$ cat src/rtl/vga_timing_gen.sv
// vga_timing_gen: parametrised VGA raster timing generator with frame-buffer
// read sequencer.
//
// Stage-0 counters (hc, vc) walk the raster: active, front porch, sync, back porch.
// A read address is registered one cycle after stage 0. Display-enable, syncs,
// coordinates and strobes go through an RD_LAT+1 deep register chain, so RAM
// data for an address lines up with poul1De.
//
// Ports
//   piul1Clock       pixel clock
//   piul1Reset       synchronous reset, active-high (dominates enable)
//   piul1Enable      pixel clock-enable; every register holds while low
//   poul1HSync       horizontal sync, active level SYNC_POL
//   poul1VSync       vertical sync, active level SYNC_POL
//   poul1De          display enable
//   poul1FrameStart  pulse with pixel (0,0)
//   poul1LineStart   pulse with first active pixel of each line
//   poulXPos         horizontal count aligned with poul1De
//   poulYPos         vertical count aligned with poul1De
//   poul1RdEn        frame-buffer read strobe
//   poulRdAddr       frame-buffer read address
module vga_timing_gen #(
    parameter int H_ACTIVE   = 640,
    parameter int H_FP       = 16,
    parameter int H_SYNC     = 96,
    parameter int H_BP       = 48,
    parameter int V_ACTIVE   = 480,
    parameter int V_FP       = 10,
    parameter int V_SYNC     = 2,
    parameter int V_BP       = 33,
    parameter int SYNC_POL   = 0,
    parameter int SCALE_LOG2 = 1,
    parameter int RD_LAT     = 1,
    parameter int XW         = 10,
    parameter int YW         = 10,
    parameter int AW         = 17
) (
    input  logic          piul1Clock,
    input  logic          piul1Reset,
    input  logic          piul1Enable,
    output logic          poul1HSync,
    output logic          poul1VSync,
    output logic          poul1De,
    output logic          poul1FrameStart,
    output logic          poul1LineStart,
    output logic [XW-1:0] poulXPos,
    output logic [YW-1:0] poulYPos,
    output logic          poul1RdEn,
    output logic [AW-1:0] poulRdAddr
);

    localparam int HT  = H_ACTIVE + H_FP + H_SYNC + H_BP;
    localparam int VT  = V_ACTIVE + V_FP + V_SYNC + V_BP;
    localparam int LAT = RD_LAT + 1;

    localparam logic [XW-1:0] hActive   = XW'(H_ACTIVE);
    localparam logic [XW-1:0] hSyncBeg  = XW'(H_ACTIVE + H_FP);
    localparam logic [XW-1:0] hSyncEnd  = XW'(H_ACTIVE + H_FP + H_SYNC);
    localparam logic [XW-1:0] hLast     = XW'(HT - 1);
    localparam logic [YW-1:0] vActive   = YW'(V_ACTIVE);
    localparam logic [YW-1:0] vLastAct  = YW'(V_ACTIVE - 1);
    localparam logic [YW-1:0] vSyncBeg  = YW'(V_ACTIVE + V_FP);
    localparam logic [YW-1:0] vSyncEnd  = YW'(V_ACTIVE + V_FP + V_SYNC);
    localparam logic [YW-1:0] vLast     = YW'(VT - 1);
    localparam logic [YW-1:0] vMask     = YW'((1 << SCALE_LOG2) - 1);
    localparam logic [AW-1:0] lineStep  = AW'(H_ACTIVE >> SCALE_LOG2);
    localparam logic          syncPol   = (SYNC_POL != 0);

    if (SCALE_LOG2 < 0 || SCALE_LOG2 > 2) begin : gBadScale
        $error("vga_timing_gen: SCALE_LOG2 must be 0..2");
    end
    if (RD_LAT < 0 || RD_LAT > 4) begin : gBadLat
        $error("vga_timing_gen: RD_LAT must be 0..4");
    end
    if ((H_ACTIVE % (1 << SCALE_LOG2)) != 0 || (V_ACTIVE % (1 << SCALE_LOG2)) != 0) begin : gBadDiv
        $error("vga_timing_gen: H_ACTIVE/V_ACTIVE must be divisible by 2^SCALE_LOG2");
    end
    if (HT > (1 << XW) || VT > (1 << YW)) begin : gBadCnt
        $error("vga_timing_gen: XW/YW too narrow for the raster totals");
    end
    if ((H_ACTIVE >> SCALE_LOG2) * (V_ACTIVE >> SCALE_LOG2) > (1 << AW)) begin : gBadAddr
        $error("vga_timing_gen: AW too narrow for the scaled frame buffer");
    end

    logic [XW-1:0] hc;
    logic [YW-1:0] vc;
    logic [AW-1:0] lineBase;

    logic de0, hs0, vs0, ls0, fs0, lastPix, lastLine;

    always_comb begin
        de0      = (hc < hActive) && (vc < vActive);
        hs0      = (hc >= hSyncBeg) && (hc < hSyncEnd);
        vs0      = (vc >= vSyncBeg) && (vc < vSyncEnd);
        ls0      = (hc == '0) && (vc < vActive);
        fs0      = (hc == '0) && (vc == '0);
        lastPix  = (hc == hLast);
        lastLine = (vc == vLast);
    end

    // lineBase tracks (vc >> S) * (H_ACTIVE >> S) incrementally. The step on
    // the final active line is skipped so the register never exceeds the
    // buffer size; it is cleared at the frame wrap anyway.
    always_ff @(posedge piul1Clock) begin
        if (piul1Reset) begin
            hc       <= '0;
            vc       <= '0;
            lineBase <= '0;
        end else if (piul1Enable) begin
            if (lastPix) begin
                hc <= '0;
                if (lastLine) begin
                    vc       <= '0;
                    lineBase <= '0;
                end else begin
                    vc <= vc + 1'b1;
                    if ((vc < vLastAct) && ((vc & vMask) == vMask)) begin
                        lineBase <= lineBase + lineStep;
                    end
                end
            end else begin
                hc <= hc + 1'b1;
            end
        end
    end

    always_ff @(posedge piul1Clock) begin
        if (piul1Reset) begin
            poul1RdEn  <= 1'b0;
            poulRdAddr <= '0;
        end else if (piul1Enable) begin
            poul1RdEn  <= de0;
            poulRdAddr <= lineBase + AW'(hc >> SCALE_LOG2);
        end
    end

    logic          deP [LAT];
    logic          hsP [LAT];
    logic          vsP [LAT];
    logic          lsP [LAT];
    logic          fsP [LAT];
    logic [XW-1:0] xP  [LAT];
    logic [YW-1:0] yP  [LAT];

    always_ff @(posedge piul1Clock) begin
        if (piul1Reset) begin
            for (int i = 0; i < LAT; i++) begin
                deP[i] <= 1'b0;
                hsP[i] <= 1'b0;
                vsP[i] <= 1'b0;
                lsP[i] <= 1'b0;
                fsP[i] <= 1'b0;
                xP[i]  <= '0;
                yP[i]  <= '0;
            end
        end else if (piul1Enable) begin
            deP[0] <= de0;
            hsP[0] <= hs0;
            vsP[0] <= vs0;
            lsP[0] <= ls0;
            fsP[0] <= fs0;
            xP[0]  <= hc;
            yP[0]  <= vc;
            for (int i = 1; i < LAT; i++) begin
                deP[i] <= deP[i-1];
                hsP[i] <= hsP[i-1];
                vsP[i] <= vsP[i-1];
                lsP[i] <= lsP[i-1];
                fsP[i] <= fsP[i-1];
                xP[i]  <= xP[i-1];
                yP[i]  <= yP[i-1];
            end
        end
    end

    // Pipeline carries "sync active"; polarity is applied only at the pin so
    // a cleared pipeline drives the inactive level.
    always_comb begin
        poul1De         = deP[LAT-1];
        poul1HSync      = ~(hsP[LAT-1] ^ syncPol);
        poul1VSync      = ~(vsP[LAT-1] ^ syncPol);
        poul1LineStart  = lsP[LAT-1];
        poul1FrameStart = fsP[LAT-1];
        poulXPos        = xP[LAT-1];
        poulYPos        = yP[LAT-1];
    end

endmodule

$ cat config.mk
export PLATFORM = sky130hd
export DESIGN_NAME = vga_timing_gen
export DESIGN_NICKNAME = d
export VERILOG_FILES = /design/src/rtl/vga_timing_gen.sv
export SDC_FILE = /design/constraint.sdc
export NUM_CORES = 1
export LEC_CHECK = 0
export CAP_MARGIN = 5
export CORE_ASPECT_RATIO = 0.9
export CORE_MARGIN = 2
export CORE_UTILIZATION = 54
export DETAILED_ROUTE_END_ITERATION = 8
export HOLD_SLACK_MARGIN = 0.1
export PLACE_DENSITY = 0.76
export REMOVE_ABC_BUFFERS = 1
export SETUP_SLACK_MARGIN = 0.05
export SLEW_MARGIN = 20
export SYNTH_ARGS = -nofsm -noshare
export SYNTH_HDL_FRONTEND = slang
export SYNTH_SLANG_ARGS = --single-unit
$ cat constraint.sdc
create_clock -name piul1Clock -period 2.8 [get_ports piul1Clock]
set_clock_uncertainty 0.2 [all_clocks]
set_input_delay 0.42 -clock piul1Clock [delete_from_list [all_inputs] [get_ports piul1Clock]]
set_output_delay 0.42 -clock piul1Clock [all_outputs]
set_load 0.03 [all_outputs]
==> impl_metrics.toml <==
[finish]
final_cells = 546
syn2layout_area_growth_pct = 14.9
fin_nets = 454
num_antenna_cells = 0
layout_common_cells = "edfxtp_1, dfxtp_1, and2_1, clkdlybuf4s50_1, nor2_1"
layout-drive-gt1-share = 0.0962
stdcell_area_um2 = 5160
final_common_cell = "edfxtp_1"

[drt]
wirelength_mm = 7.88
viasPerCell = 5.47
drt.antenna.violating_nets = 0
via_count = 2984
drt_iter0_drc = 114
wire_per_inst_um = 14.4
drc = 0
drt_pass1_iterations = 4

[clocking]
ctsHoldBuffers = 0
htree_num_levels = 3
cts_root_buffer = "clkbuf_8"
postCtsSetupBuffers = 0
tritoncts = "yes"
clkLatencyLatePin_ns = 0.36
cts_sinks = 99
cts_buffers = 9
clkSlewWorstSetupHoldPaths_ns = 0.10
clk_path_buf_depth = 2
post_cts_resized = 0

[pwr]
seqPwrFrac = 0.593
p_clk_frac = 0.326
cellPowerDensity_nw_per_um2 = 519
vdd_drop_max_mv = 0.303
comb_power_share = 0.081
p_int_mw = 2.00
switchingPower_mw = 0.676
p_sw_frac = 0.252
p_leak_nw = 1.96

[global_routing]
grt_pass1_vias = 2803
use_met2 = 0.284
grt_pass1_wl_mm = 13.4
met1_usage = 0.253
grt_max_degree = 50
antenna_found_initial = 0
grt_util_met3 = 0.0557
grt_use_total = 0.186
grt_overflow = 0
top_usage_layer = "met2"

[placement]
hpwl_mm = 5.41
port_buffers = 45
place.gp.congestion = 0.847
numPlacedInstances = 530
dpl_cell_area_um2 = 4970

[logic_synthesis]
synth_area_leaders = "edfxtp_1, dfxtp_1, and2_1"
synthArstFlopShare = 0
synthFlopType = "edfxtp_1"
syn-mean-instance-area_um2 = 10.8
syn_area_um2 = 4490
synth_cells = 415
synth-seq-area-share = 0.553
synth_edf_count = 50
synth_cell_types = 54
ys_seq_elements = 99
yosysWarningCount = 0
synth_top_cell_area_share = 0.334
synth_area_leader_cell = "edfxtp_1"

[sta]
tns_ns = 0
hold_viol_final = 0
min_period_ns = 2.39
maxSlewHeadroom = 0.614
setup_viol = 0
rsz0062_at_grt = "no"
worstMarginPinSlew_ns = 0.579
finalCritPeriodShare = 0.854
fmax_mhz = 418
drv_slew = 0

[critical_path]
worstPathMaxFanout = 7
worst-path-buf-inv = 1
cp_cell_sequence = "inv_1 > ha_1 > or4b_4 > nor3_1 > nand4_1 > a32oi_1 > o21ai_0"
cpLargestDelayFamily = "simple AND/OR/NAND/NOR gates"
cp_data_required_time_ns = 2.85
worstSetupPathType = "reg2reg"
slowest_stage = "or4b_4"
crit_path_start_kind = "register"
end_kind = "register"
arrival_ns = 2.44
crit_path_max_incr_delay_ns = 0.48

[die]
die_x_um = 100
start_util = 0.557
die_h_um = 90.5
num_rows = 31
core-area_um2 = 8070
dieArea_um2 = 9060
io_pins = 46

[outcome]
outcome = "finished clean"

[min_path]
min_path_type = "reg2reg"

[flow_run]
cap_violations = 0
==> layout make-up <==
type | count | area (um2)
fillers | 630 | 2910
flip-flops and latches | 99 | 2480
multi-input cells | 267 | 1750
repair buffers | 56 | 583
clock buffers | 9 | 124
well taps | 99 | 124
clock inverters | 7 | 67.6
inverters | 9 | 33.8
==> per-stage QoR <==
stage	setup slack [ns]	total power, mW	hold WS [ns]	utilization
after floorplan	0.491	1.74	0.264	-
after global routing	0.144	2.78	0.285	0.640
after CTS	0.437	2.70	0.262	0.640
after global placement	0.330	1.84	0.237	0.616
final	0.409	2.68	0.258	0.640
after detailed placement	0.291	1.84	0.240	0.616
==> synth_stat cells (all sizes together) (2+ instances only) <==
cell type and count:
edfxtp 50, dfxtp 49, and2 47, nor2 42, buf 23, nand2 23, clkbuf 17, xor2 14
a21o 10, nand3 10, o21ai 10, ha 9, inv 9, nor3 9, nor4 9, a211oi 8
a21oi 8, nand4 8, xnor2 8, or3 6, and3 5, nand2b 4, a32oi 3, mux2i 3
nand4b 3, nor4b 3, o311ai 3, o31ai 3, a211o 2, a311oi 2, nand3b 2, nor2b 2
o2111ai 2, or2 2
==> sequential cells by signal (all words and copies together) (netlist names), 2 cells and up <==
register and cells:
deP 2, fsP 2, hc 10, hsP 2, lineBase 11, lsP 2, poulRdAddr 17, vc 10
vsP 2, xP 20, yP 20
==> path summary, 6_finish.rpt <==
check / from / to / slack, ns / depth (start not counted)
worst min register to register: poulRdAddr[1]$_SDFFE_PP0P_ / poulRdAddr[1]$_SDFFE_PP0P_ / 0.26 / 1
worst min-delay path: poulRdAddr[1]$_SDFFE_PP0P_ / poulRdAddr[1]$_SDFFE_PP0P_ / 0.26 / 1
worst max register to register: vc[0]$_SDFFE_PP0P_ / lineBase[13]$_SDFFE_PP0P_ / 0.41 / 7
worst max-delay path: vc[0]$_SDFFE_PP0P_ / lineBase[13]$_SDFFE_PP0P_ / 0.41 / 7
==> metal layers <==
layer / vias up / routed length (um)
met5: - / 0
met1: 1405 / 3700
met3: 9 / 338
met2: 66 / 3710
li1: 1504 / -
met4: 0 / 136
==> cells by family (layout without fill, tap and decap cells) <==
group                      Yosys count  in the layout  synth area share
adders and majority gates            9              9            0.0251
muxes                                3              3           0.00669
xor gates and xnor gates            22             22            0.0429
and+or+nand+nor                    179            179             0.230
AOI/OAI and AO/OA                   54             54            0.0841
buffers and inverters               49             81            0.0591
DFF                                 99             99             0.553
==> power groups by stage <==
| stage | Sequential, mW | Clock (mW) | Combinational [mW] |
|---|---|---|---|
| floorplan | 1.68 | 0 | 0.0576 |
| global placement | 1.62 | 0 | 0.215 |
| detailed placement | 1.62 | 0 | 0.218 |
| CTS | 1.59 | 0.892 | 0.219 |
| global route | 1.60 | 0.953 | 0.233 |
| finish | 1.59 | 0.874 | 0.217 |
No activity file was read; power rests on OpenSTA's default activity.
